`config.mk`:
```
export PLATFORM = sky130hd
export DESIGN_NAME = bram_dump_tx
export DESIGN_NICKNAME = d
export VERILOG_FILES = /design/src/rtl/bram_dump_tx.sv
export SDC_FILE = /design/constraint.sdc
export NUM_CORES = 1
export LEC_CHECK = 0
export BUFFER_PORTS_ARGS = -buffer_cell sky130_fd_sc_hd__buf_4
export CORE_AREA = 2 2 66 68
export CTS_CLUSTER_DIAMETER = 60
export CTS_CLUSTER_SIZE = 14
export DETAILED_ROUTE_END_ITERATION = 7
export DIE_AREA = 0 0 68 70
export HOLD_SLACK_MARGIN = 0.15
export PLACE_DENSITY = 0.65
export SLEW_MARGIN = 20
export SYNTH_ARGS = -nofsm -noshare
export SYNTH_HDL_FRONTEND = slang
export SYNTH_SLANG_ARGS = --single-unit
```
`constraint.sdc`:
```
create_clock -name clk -period 2.88 [get_ports clk]
set_input_delay 0.576 -clock clk [delete_from_list [all_inputs] [get_ports clk]]
set_output_delay 0.576 -clock clk [all_outputs]
set_load 0.02 [all_outputs]
```
`src/rtl/bram_dump_tx.sv`:
```
// bram_dump_tx: reads BRAM addresses 0..LAST_ADDR in order and sends each byte
// on a UART tx line as 8N1. A one-cycle start pulse launches a dump.
// Optional macro BRAM_DUMP_HEX_EN: send each byte as two uppercase ASCII hex
// characters (high nibble first) instead of one raw byte.
//
// Handshake: start is a single-cycle request, accepted only when the block is
// idle and not in its done cycle; otherwise it is dropped, never queued.
// bram_dout is expected one cycle after the cycle in which bram_en is high.
module bram_dump_tx #(
  parameter int ADDR_W       = 10,
  parameter int LAST_ADDR    = 1023,
  parameter int CLKS_PER_BIT = 278
) (
  input  logic              clk,
  input  logic              rst_n,
  input  logic              start,
  output logic              bram_en,
  output logic [ADDR_W-1:0] bram_addr,
  input  logic [7:0]        bram_dout,
  output logic              tx,
  output logic              busy,
  output logic              done
);

  localparam int CW = (CLKS_PER_BIT > 2) ? $clog2(CLKS_PER_BIT) : 1;
  localparam logic [CW-1:0]     CNT_LAST  = CW'(CLKS_PER_BIT - 1);
  localparam logic [ADDR_W-1:0] ADDR_LAST = ADDR_W'(LAST_ADDR);

  typedef enum logic [2:0] {
    IDLE  = 3'd0,
    READ  = 3'd1,
    LATCH = 3'd2,
    START = 3'd3,
    DATA  = 3'd4,
    STOP  = 3'd5
  } state_t;

  state_t        state;
  logic [CW-1:0] cnt;
  logic [2:0]    bit_idx;
  logic [7:0]    shift;

`ifdef BRAM_DUMP_HEX_EN
  // Low nibble waits here while the high-nibble character is on the line.
  logic [3:0] lo_q;
  logic       second;

  function automatic logic [7:0] hex_char(input logic [3:0] n);
    return (n < 4'd10) ? (8'h30 + {4'h0, n}) : (8'h37 + {4'h0, n});
  endfunction
`endif

  // Dump sequencer: read, latch, then shift each frame out bit by bit.
  always_ff @(posedge clk or negedge rst_n) begin
    if (!rst_n) begin
      state     <= IDLE;
      tx        <= 1'b1;
      busy      <= 1'b0;
      done      <= 1'b0;
      bram_en   <= 1'b0;
      bram_addr <= '0;
      cnt       <= '0;
      bit_idx   <= '0;
      shift     <= '0;
`ifdef BRAM_DUMP_HEX_EN
      lo_q      <= '0;
      second    <= 1'b0;
`endif
    end else begin
      done    <= 1'b0;
      bram_en <= 1'b0;
      case (state)
        IDLE: begin
          // A start landing on the done cycle belongs to the finished dump.
          if (start && !done) begin
            state     <= READ;
            busy      <= 1'b1;
            bram_en   <= 1'b1;
            bram_addr <= '0;
          end
        end
        READ: state <= LATCH;
        LATCH: begin
`ifdef BRAM_DUMP_HEX_EN
          shift  <= hex_char(bram_dout[7:4]);
          lo_q   <= bram_dout[3:0];
          second <= 1'b0;
`else
          shift  <= bram_dout;
`endif
          bit_idx <= '0;
          cnt     <= '0;
          tx      <= 1'b0;
          state   <= START;
        end
        START: begin
          if (cnt == CNT_LAST) begin
            cnt   <= '0;
            tx    <= shift[0];
            state <= DATA;
          end else begin
            cnt <= cnt + 1'b1;
          end
        end
        DATA: begin
          if (cnt == CNT_LAST) begin
            cnt <= '0;
            if (bit_idx == 3'd7) begin
              tx    <= 1'b1;
              state <= STOP;
            end else begin
              bit_idx <= bit_idx + 3'd1;
              tx      <= shift[1];
              shift   <= {1'b0, shift[7:1]};
            end
          end else begin
            cnt <= cnt + 1'b1;
          end
        end
        STOP: begin
          if (cnt == CNT_LAST) begin
            cnt <= '0;
`ifdef BRAM_DUMP_HEX_EN
            // Second character goes straight out; no new BRAM read needed.
            if (!second) begin
              shift   <= hex_char(lo_q);
              second  <= 1'b1;
              bit_idx <= '0;
              tx      <= 1'b0;
              state   <= START;
            end else
`endif
            if (bram_addr == ADDR_LAST) begin
              done  <= 1'b1;
              busy  <= 1'b0;
              state <= IDLE;
            end else begin
              bram_addr <= bram_addr + 1'b1;
              bram_en   <= 1'b1;
              state     <= READ;
            end
          end else begin
            cnt <= cnt + 1'b1;
          end
        end
        default: state <= IDLE;
      endcase
    end
  end

endmodule

```
==> flow_metrics.tcl, run 1 <==
set metrics [dict create \
    status "completed" \
    clock_skew_ns 0.00508 \
    r2r-start "cnt[5]" \
    grt_pass1_vias 1637 \
    cap_violations 0 \
    finalSetupTns_ns 0 \
    grt_pass1_wl_um 7760 \
    cts_resized 0 \
    die_w_um 68 \
    met2_usage_pct 31.9 \
    dieArea_um2 4760 \
    drtPass1Iterations 4 \
    cts.clk_slew.worst_paths_ns 0.07 \
    fillers 371 \
    insertion_delay_ns 0.28 \
    drt_iter0_markers 77 \
    hpwl_um 3170 \
    gr-max-usage-layer "met2" \
    placed_cell_area_um2 2170 \
    syn_inst 205 \
    io_pins 25 \
    synth_nets 221 \
    end_kind "register" \
    start_util_pct 47.2 \
    route.detailed.drc 0 \
    place.gp.congestion 0.775 \
    synthArstFlopShare_pct 100 \
    path_common_cell "or4_1" \
    ff2ff_setup_slack_ns 0.57 \
    fin_cells 281 \
    synth_edf_count 0 \
    ctsHoldBuffers 0 \
    power_per_cell_area_nw_per_um2 728 \
    numCtsBuffers 5 \
    routedWlPerCell_um 15.9 \
    rows 24 \
    grt_usage_pct 21.2 \
    setup_viol 0 \
    critPathLaunchType "register" \
    regArea_um2 927 \
    nets 244 \
    cts_tree "built" \
    portBuffers 24 \
    slew_viol_final 0 \
    period_share_pct 80.3 \
    clock-sinks 37 \
    via_per_inst 5.89 \
    fin_crit_ns 2.31 \
    crit_chain "or4b_4, or4_1, or4_1, a21oi_1" \
    htreeDepth 2 \
    grt-ovfl-total 0 \
    ir_drop_mv 0.403 \
    final_cell_mix "dfrtp_1, nand2_1, buf_4, a21oi_1, o21ai_0" \
    slew_headroom_pct 51.5 \
    critPathKind "reg -> reg" \
    grt_antenna_before_repair 0 \
    multi_input_area_um2 973 \
    clk_path_buf_depth 2 \
    mostFrequentLayoutCell "dfrtp_1" \
    fmax_mhz 432 \
    syn2layout_area_growth_pct 15.8 \
    cpMaxStageDelayCell "or4_1" \
    r2r.worst_path.cells 4 \
    die_y_um 70 \
    layout-drive-gt1-share_pct 16.6 \
    worstPathArrival_ns 2.53 \
    synth_cell_types 43 \
    grt_max_degree 38 \
    met3_usage_pct 4.35 \
    tightest_slew_ns 0.717 \
    reg2reg_to "bram_addr[5]" \
    hp-class "in -> async" \
    wirelength_um 4470 \
    cp_slowest_stage_delay_ns 0.65 \
    rsz0062_at_grt "false" \
    ant_nets 0 \
    worstPathRequired_ns 3.09 \
    ys_seq_area_share_pct 47.4 \
    use_met1_pct 30.0 \
    vias 1655 \
    cts_setup_buffers 0 \
    synth_area_um2 1960 \
    ys_seq_elements 37 \
    leakagePower_nw 0.992 \
    n_antenna_cell 0 \
    finalHoldViolCount 0 \
    root_buffer "clkbuf_8" \
    synth.avg_cell_area_um2 9.55 \
    synth_ff_type "dfrtp_1" \
    yosys_warnings 0 \
    dpl.cell_count 273 \
    finalInstanceArea_um2 2270 \
    crit_fanout 8 \
    core-area_um2 4140 \
]
-- report_power, final --
group | internal, mW | total [mW] | switching (mW)
Sequential | 0.625 | 0.730 | 0.105
Combinational | 0.211 | 0.553 | 0.342
Clock | 0.195 | 0.367 | 0.171
-- routing by layer --
metal / routed length (µm) / part of all wire, %
met1: 2070 / 46
met2: 2180 / 49
met3: 148 / 3.3
met5: 0 / 0
met4: 73 / 1.6
-- cell type report --
cell class                 instances  area share [%]
tap                               52            2.87
clock buffer                       8            3.98
inverter                           6           0.994
multi-input combinational        153            43.0
sequential                        37            40.9
timing repair buffer              25            8.28
-- synth_stat cells (5+ instances only) --
master   number  area (µm²)
nand3_1       8        40.0
mux2i_1       5        50.1
dfrtp_1      36         901
nor3_1        6        30.0
ha_1          5        62.6
a41oi_1       6        52.6
nor2_1       11        41.3
nand2_1      29         109
inv_1         6        22.5
o21ai_0      12        60.1
a21oi_1      14        70.1
or3_1         5        31.3
a22o_1        5        43.8
o31ai_1       6        45.0
-- logic make-up (layout without fill, tap and decap cells) --
logic type / count (synthesis) / after routing / share of synthesized area (%)
AOI/OAI and AO/OA: 58 / 58 / 19.8
xor gates and xnor gates: 2 / 2 / 0.895
adders and majority gates: 5 / 5 / 3.20
buffers and inverters: 15 / 39 / 3.52
DFF: 37 / 37 / 47.4
muxes: 7 / 7 / 3.71
and+or+nand+nor: 81 / 81 / 21.5
-- worst max-delay path by stage --
stage	end	from	cells after the start
5_1_grt	bram_addr[5]	cnt[5]	4
2_1_floorplan	bram_addr[5]	cnt[5]	5
3_3_place_gp	bram_addr[5]	cnt[5]	4
3_5_place_dp	bram_addr[5]	cnt[5]	4
4_1_cts	bram_addr[5]	cnt[5]	4
6_report	bram_addr[5]	cnt[5]	4
-- state kept, by name (all words and copies together) (netlist names), 3 cells and up --
| signal | count |
|---|---|
| cnt | 9 |
| bram_addr | 10 |
| bit_idx | 3 |
| state | 3 |
| shift | 8 |
-- metrics by stage --
stage | total power [mW] | setup slack, ns | utilization (%) | hold WS [ns]
2_1_floorplan | 1.14 | 0.697 | - | 0.280
3_3_place_gp | 1.25 | 0.615 | 52.4 | 0.470
3_5_place_dp | 1.29 | 0.580 | 52.4 | 0.470
4_1_cts | 1.66 | 0.569 | 54.6 | 0.257
5_1_grt | 1.79 | 0.481 | 54.7 | 0.268
6_report | 1.65 | 0.567 | 54.7 | 0.243
-- worst max-delay path: cells and delay by family, from the launching register on --
kind             cells  cell delay [ns]
AND/OR/NAND/NOR      3             1.66
flip-flops           1             0.44
AO/OA/AOI/OAI        1             0.15
(Power assumes the default switching activity.)
==> run 2: changes to the inputs <==
PLACE_DENSITY = 0.67   (was 0.65)
clock period = 2.1 ns   (was 2.88 ns; I/O delays follow)
==> run 2 against run 1 <==
Hold slack gained 0.19 ns. Setup slack worse by 0.50 ns. Clock-buffer cell count is 1 lower. First-iteration DRC count grew 71%. Clock power up 28%. Maximum frequency increased by 14%. Largest cell class unchanged.
==> flow_metrics.tcl, run 2 (synthesis results as in run 1) <==
set metrics [dict create \
    status "completed" \
    rsz0062_at_grt "false" \
    power_per_cell_area_nw_per_um2 947 \
    place.gp.congestion 0.791 \
    fmax_mhz 491 \
    cts_tree "built" \
    via_per_inst 5.75 \
    hpwl_um 3140 \
    r2r-start "cnt[3]" \
    die_w_um 68 \
    ir_drop_mv 0.482 \
    slew_viol_final 0 \
    path_common_cell "or4_4" \
    grt-ovfl-total 0 \
    core-area_um2 4140 \
    clock-sinks 37 \
    worst-path-buf-inv 0 \
    cp-startpoint "cnt[3]" \
    root_buffer "clkbuf_8" \
    slew_headroom_pct 67.9 \
    crit_cells 4 \
    tightest_slew_ns 0.482 \
    reg2reg_to "bram_addr[5]" \
    period_share_pct 96.9 \
    grt_pass1_vias 1551 \
    ff2ff_setup_slack_ns 0.06 \
    hold_ws_ns 0.430 \
    dieArea_um2 4760 \
    grt_usage_pct 19.9 \
    vias 1714 \
    placed_cell_area_um2 2290 \
    cp_top_family "simple AND/OR/NAND/NOR gates" \
    routedWlPerCell_um 14.4 \
    mostFrequentLayoutCell "buf_4" \
    syn2layout_area_growth_pct 23.4 \
    clock_skew_ns 0.0103 \
    n_antenna_cell 0 \
    layout-drive-gt1-share_pct 24.4 \
    crit_chain "or4b_4, or4_4, or4_4, a21oi_2" \
    start_util_pct 47.2 \
    drt_iter0_markers 132 \
    finalSetupTns_ns 0 \
    hp-class "in -> reg" \
    finalInstanceArea_um2 2410 \
    fin_crit_ns 2.04 \
    grt_max_degree 38 \
    grt_antenna_before_repair 0 \
    cap_violations 0 \
    final_cell_mix "buf_4, dfrtp_1, nand2_1, a21oi_1, o21ai_0" \
    setup_viol 0 \
    crit_fanout 7 \
    portBuffers 24 \
    insertion_delay_ns 0.29 \
    finalHoldViolCount 0 \
    numCtsBuffers 5 \
    cts.clk_slew.worst_paths_ns 0.07 \
    top_register "bram_addr" \
    io_pins 25 \
    largest_register_ff_count 10 \
    ant_nets 0 \
    wirelength_um 4300 \
    r2r.worst_path.cells 4 \
    die_y_um 70 \
    critPathLaunchType "register" \
    clk_path_buf_depth 2 \
    endpoint "bram_addr[5]" \
    worstPathRequired_ns 2.32 \
    post-place-ws_ns -0.0207 \
    nets 261 \
    leakagePower_nw 1.08 \
    rows 24 \
    critPathKind "reg -> reg" \
    cpMaxStageDelayCell "or4b_4" \
    fin_ws_ns 0.0645 \
    htreeDepth 2 \
    worstPathArrival_ns 2.25 \
    grt_pass1_wl_um 7290 \
    route.detailed.drc 0 \
    cp_slowest_stage_delay_ns 0.55 \
    reg_top3 "bram_addr x10, cnt x9, shift x8" \
    drtPass1Iterations 6 \
    end_kind "register" \
]
## run 2: per-layer routing
metal	part of all wire [%]	GRT usage (%)	vias to the layer above
met5	0	0	-
met4	0.79	4.00	0
met3	5.2	4.99	5
met2	48	30.4	49
met1	46	28.6	817
li1	-	-	843
## run 2: worst min-delay path by stage
| stage | startpoint | to | depth (start not counted) |
|---|---|---|---|
| 3_3_place_gp | rst_n | cnt[7] | 1 |
| 3_5_place_dp | rst_n | bram_addr[0] | 1 |
| 6_report | bram_dout[3] | shift[3] | 3 |
| 5_1_grt | bram_dout[3] | shift[3] | 3 |
| 4_1_cts | bram_dout[3] | shift[3] | 3 |
| 2_1_floorplan | rst_n | bit_idx[0] | 0 |
## run 2: worst register-to-register path, delay by kind of cell (launching register included)
| kind | cells | cell delay (ns) |
|---|---|---|
| DFF | 1 | 0.39 |
| AOI/OAI and AO/OA | 1 | 0.13 |
| and+or+nand+nor | 3 | 1.46 |
## run 2: metrics by stage
stage          utilization [%]  cells  power [mW]
6_report                  58.3    298        2.29
5_1_grt                   58.3    298        2.47
4_1_cts                   57.5    297        2.28
3_5_place_dp              55.2    288        1.80
3_3_place_gp              55.2    288        1.79
2_1_floorplan                -    205        1.57
## run 2: layout make-up
cell class,instances,area [µm²]
clock inverters,1,5.00
flip-flops and latches,37,927
clock buffers,7,76.3
multi-input cells,153,1000
repair buffers,42,318
well taps,52,65.1
fillers,392,1730
inverters,6,22.5
## run 2: report_power, final
part           internal [mW]  switching [mW]  leakage [nW]  total (mW)
Sequential             0.857           0.122         0.477       0.979
Combinational          0.342           0.495         0.563       0.838
Clock                  0.233           0.237        0.0422       0.469
## run 2: what timing repair did
item,CTS,global route
hold buffers,1,0
pin swaps,0,0
endpoints found under the hold margin,36,0
resized for setup,1,6
buffers inserted,0,1
setup endpoints to repair,1,3
==> run 3: changes to the inputs <==
CELL_PAD_IN_SITES_DETAIL_PLACEMENT = 1   (was not set)
CELL_PAD_IN_SITES_GLOBAL_PLACEMENT = 1   (was not set)
CORE_AREA = 2 2 73 75   (was 2 2 66 68)
DIE_AREA = 0 0 75 77   (was 0 0 68 70)
PLACE_DENSITY = 0.7   (was 0.67)
SETUP_SLACK_MARGIN = 0.5   (was not set)
==> run 3 against run 2 <==
Via count increased by 7.1%. Sequential power up 6%. Hold slack lost 0.0059 ns. Power grew 30%. Critical path type unchanged. Critical endpoint unchanged.
==> flow_metrics.tcl, run 3 (synthesis results as in run 1) <==
set metrics [dict create \
    clock_skew_ns 0.0124 \
    fin_crit_ns 2.05 \
    min_to "shift[6]" \
    finalHoldViolCount 0 \
    status "completed" \
    place.gp.congestion 0.847 \
    fin_util_pct 57.8 \
    fmax_mhz 488 \
    placed_cell_area_um2 2290 \
    io_pins 25 \
    layout-drive-gt1-share_pct 41.6 \
    vias 1835 \
    slew_headroom_pct 39.4 \
    hold_depth 3 \
    root_buffer "clkbuf_8" \
    ant_nets 0 \
    mostFrequentLayoutCell "buf_4" \
    routedWlPerCell_um 18.0 \
    cts_tree "built" \
    portBuffers 24 \
    finalSetupTns_ns 0 \
    nets 277 \
    ir_drop_mv 0.666 \
    power_frac_seq_pct 35.0 \
    clock-sinks 37 \
    final_cell_mix "buf_4, dfrtp_1, nand2_1, nor2_1, buf_6" \
    post-place-ws_ns 0.00797 \
    end_kind "register" \
    grt_max_degree 38 \
    r2r.worst_path.cells 4 \
    worstPathArrival_ns 2.28 \
    reg2reg_to "bram_addr[5]" \
    power_per_cell_area_nw_per_um2 1030 \
    combPwrFrac_pct 43.1 \
    dpl.cell_count 303 \
    hold_ws_ns 0.425 \
    cts.clk_slew.worst_paths_ns 0.08 \
    slew_viol_final 0 \
    start_util_pct 39.3 \
    tightest_slew_ns 0.908 \
    core-area_um2 4980 \
    min_from "bram_dout[6]" \
    clk_path_buf_depth 2 \
    critPathKind "reg -> reg" \
    power_frac_clock_pct 22.0 \
    fin_cells 332 \
    finalInstanceArea_um2 2880 \
    ff2ff_setup_slack_ns 0.05 \
    reg_top3 "bram_addr x10, cnt x9, shift x8" \
    n_antenna_cell 0 \
    top_register "bram_addr" \
    swShare_pct 38.9 \
    hp-class "in -> reg" \
    setup_viol 0 \
    numCtsBuffers 5 \
    critPathLaunchType "register" \
    die_w_um 75 \
    grt_pass1_wl_um 9250 \
    die_y_um 77 \
    multi_input_area_um2 1250 \
    fin_ws_ns 0.0515 \
    fillers 533 \
    drt_iter0_markers 71 \
    dieArea_um2 5780 \
    hpwl_um 3830 \
    insertion_delay_ns 0.30 \
    r2r-start "cnt[3]" \
    worstPathRequired_ns 2.33 \
    leakagePower_nw 1.24 \
    rows 26 \
    period_share_pct 97.5 \
    largest_register_ff_count 10 \
    rsz0062_at_grt "true" \
    crit_fanout 6 \
    internal_power_mw 1.81 \
    grt_antenna_before_repair 0 \
    htreeDepth 2 \
    grt-ovfl-total 0 \
    cap_violations 0 \
    grt_usage_pct 20.9 \
    regArea_um2 930 \
    syn2layout_area_growth_pct 47.1 \
    switchingPower_mw 1.16 \
    wirelength_um 5970 \
    grt_pass1_vias 1894 \
    route.detailed.drc 0 \
    drtPass1Iterations 4 \
    p_total_mw 2.97 \
    via_per_inst 5.53 \
]
run 3: cell type report:
cell class / count / share of cell area, %
clock inverter: 1 / 1.04
timing repair buffer: 58 / 16.4
inverter: 6 / 0.782
multi-input combinational: 153 / 43.5
clock buffer: 7 / 3.00
tap: 70 / 3.04
sequential: 37 / 32.3
run 3: what timing repair did:
item                                   in CTS  in global routing
gates resized for setup                    51                 20
setup buffers                              11                  8
cloned                                      1                  0
hold buffers                                1                  0
setup endpoints to repair                  37                 35
endpoints found under the hold margin      36                  0
pin swaps                                  19                 10
run 3: critical path, cell delays in order, from the launching register on:
cell     delay, ns
dfrtp_1       0.38
or4b_4        0.57
or4_4         0.47
or4_1         0.42
a21oi_1       0.14
run 3: power by group through the flow:
stage	logic [mW]	clock network [mW]	registers, mW
floorplan	0.619	0	0.952
global placement	0.758	0	0.993
detailed placement	0.805	0	1.01
CTS	1.12	0.656	1.01
global route	1.39	0.689	1.05
finish	1.28	0.652	1.04
run 3: layer usage:
metal  part of all wire [%]  track usage, %
met3                    2.9            4.73
met1                     42            25.8
met2                     54            35.6
met5                      0               0
met4                    1.1            5.89
run 3: worst max path at each step:
stage / end / slack, ns / from / cells past startpoint
5_1_grt: bram_addr[5] / -0.001 / cnt[1] / 6
3_3_place_gp: bram_addr[5] / 0.1 / cnt[1] / 6
6_report: bram_addr[5] / 0.05 / cnt[3] / 4
3_5_place_dp: bram_addr[5] / 0.008 / cnt[1] / 6
2_1_floorplan: bram_addr[8] / 0.02 / cnt[3] / 5
4_1_cts: bram_addr[3] / 0.07 / cnt[3] / 4
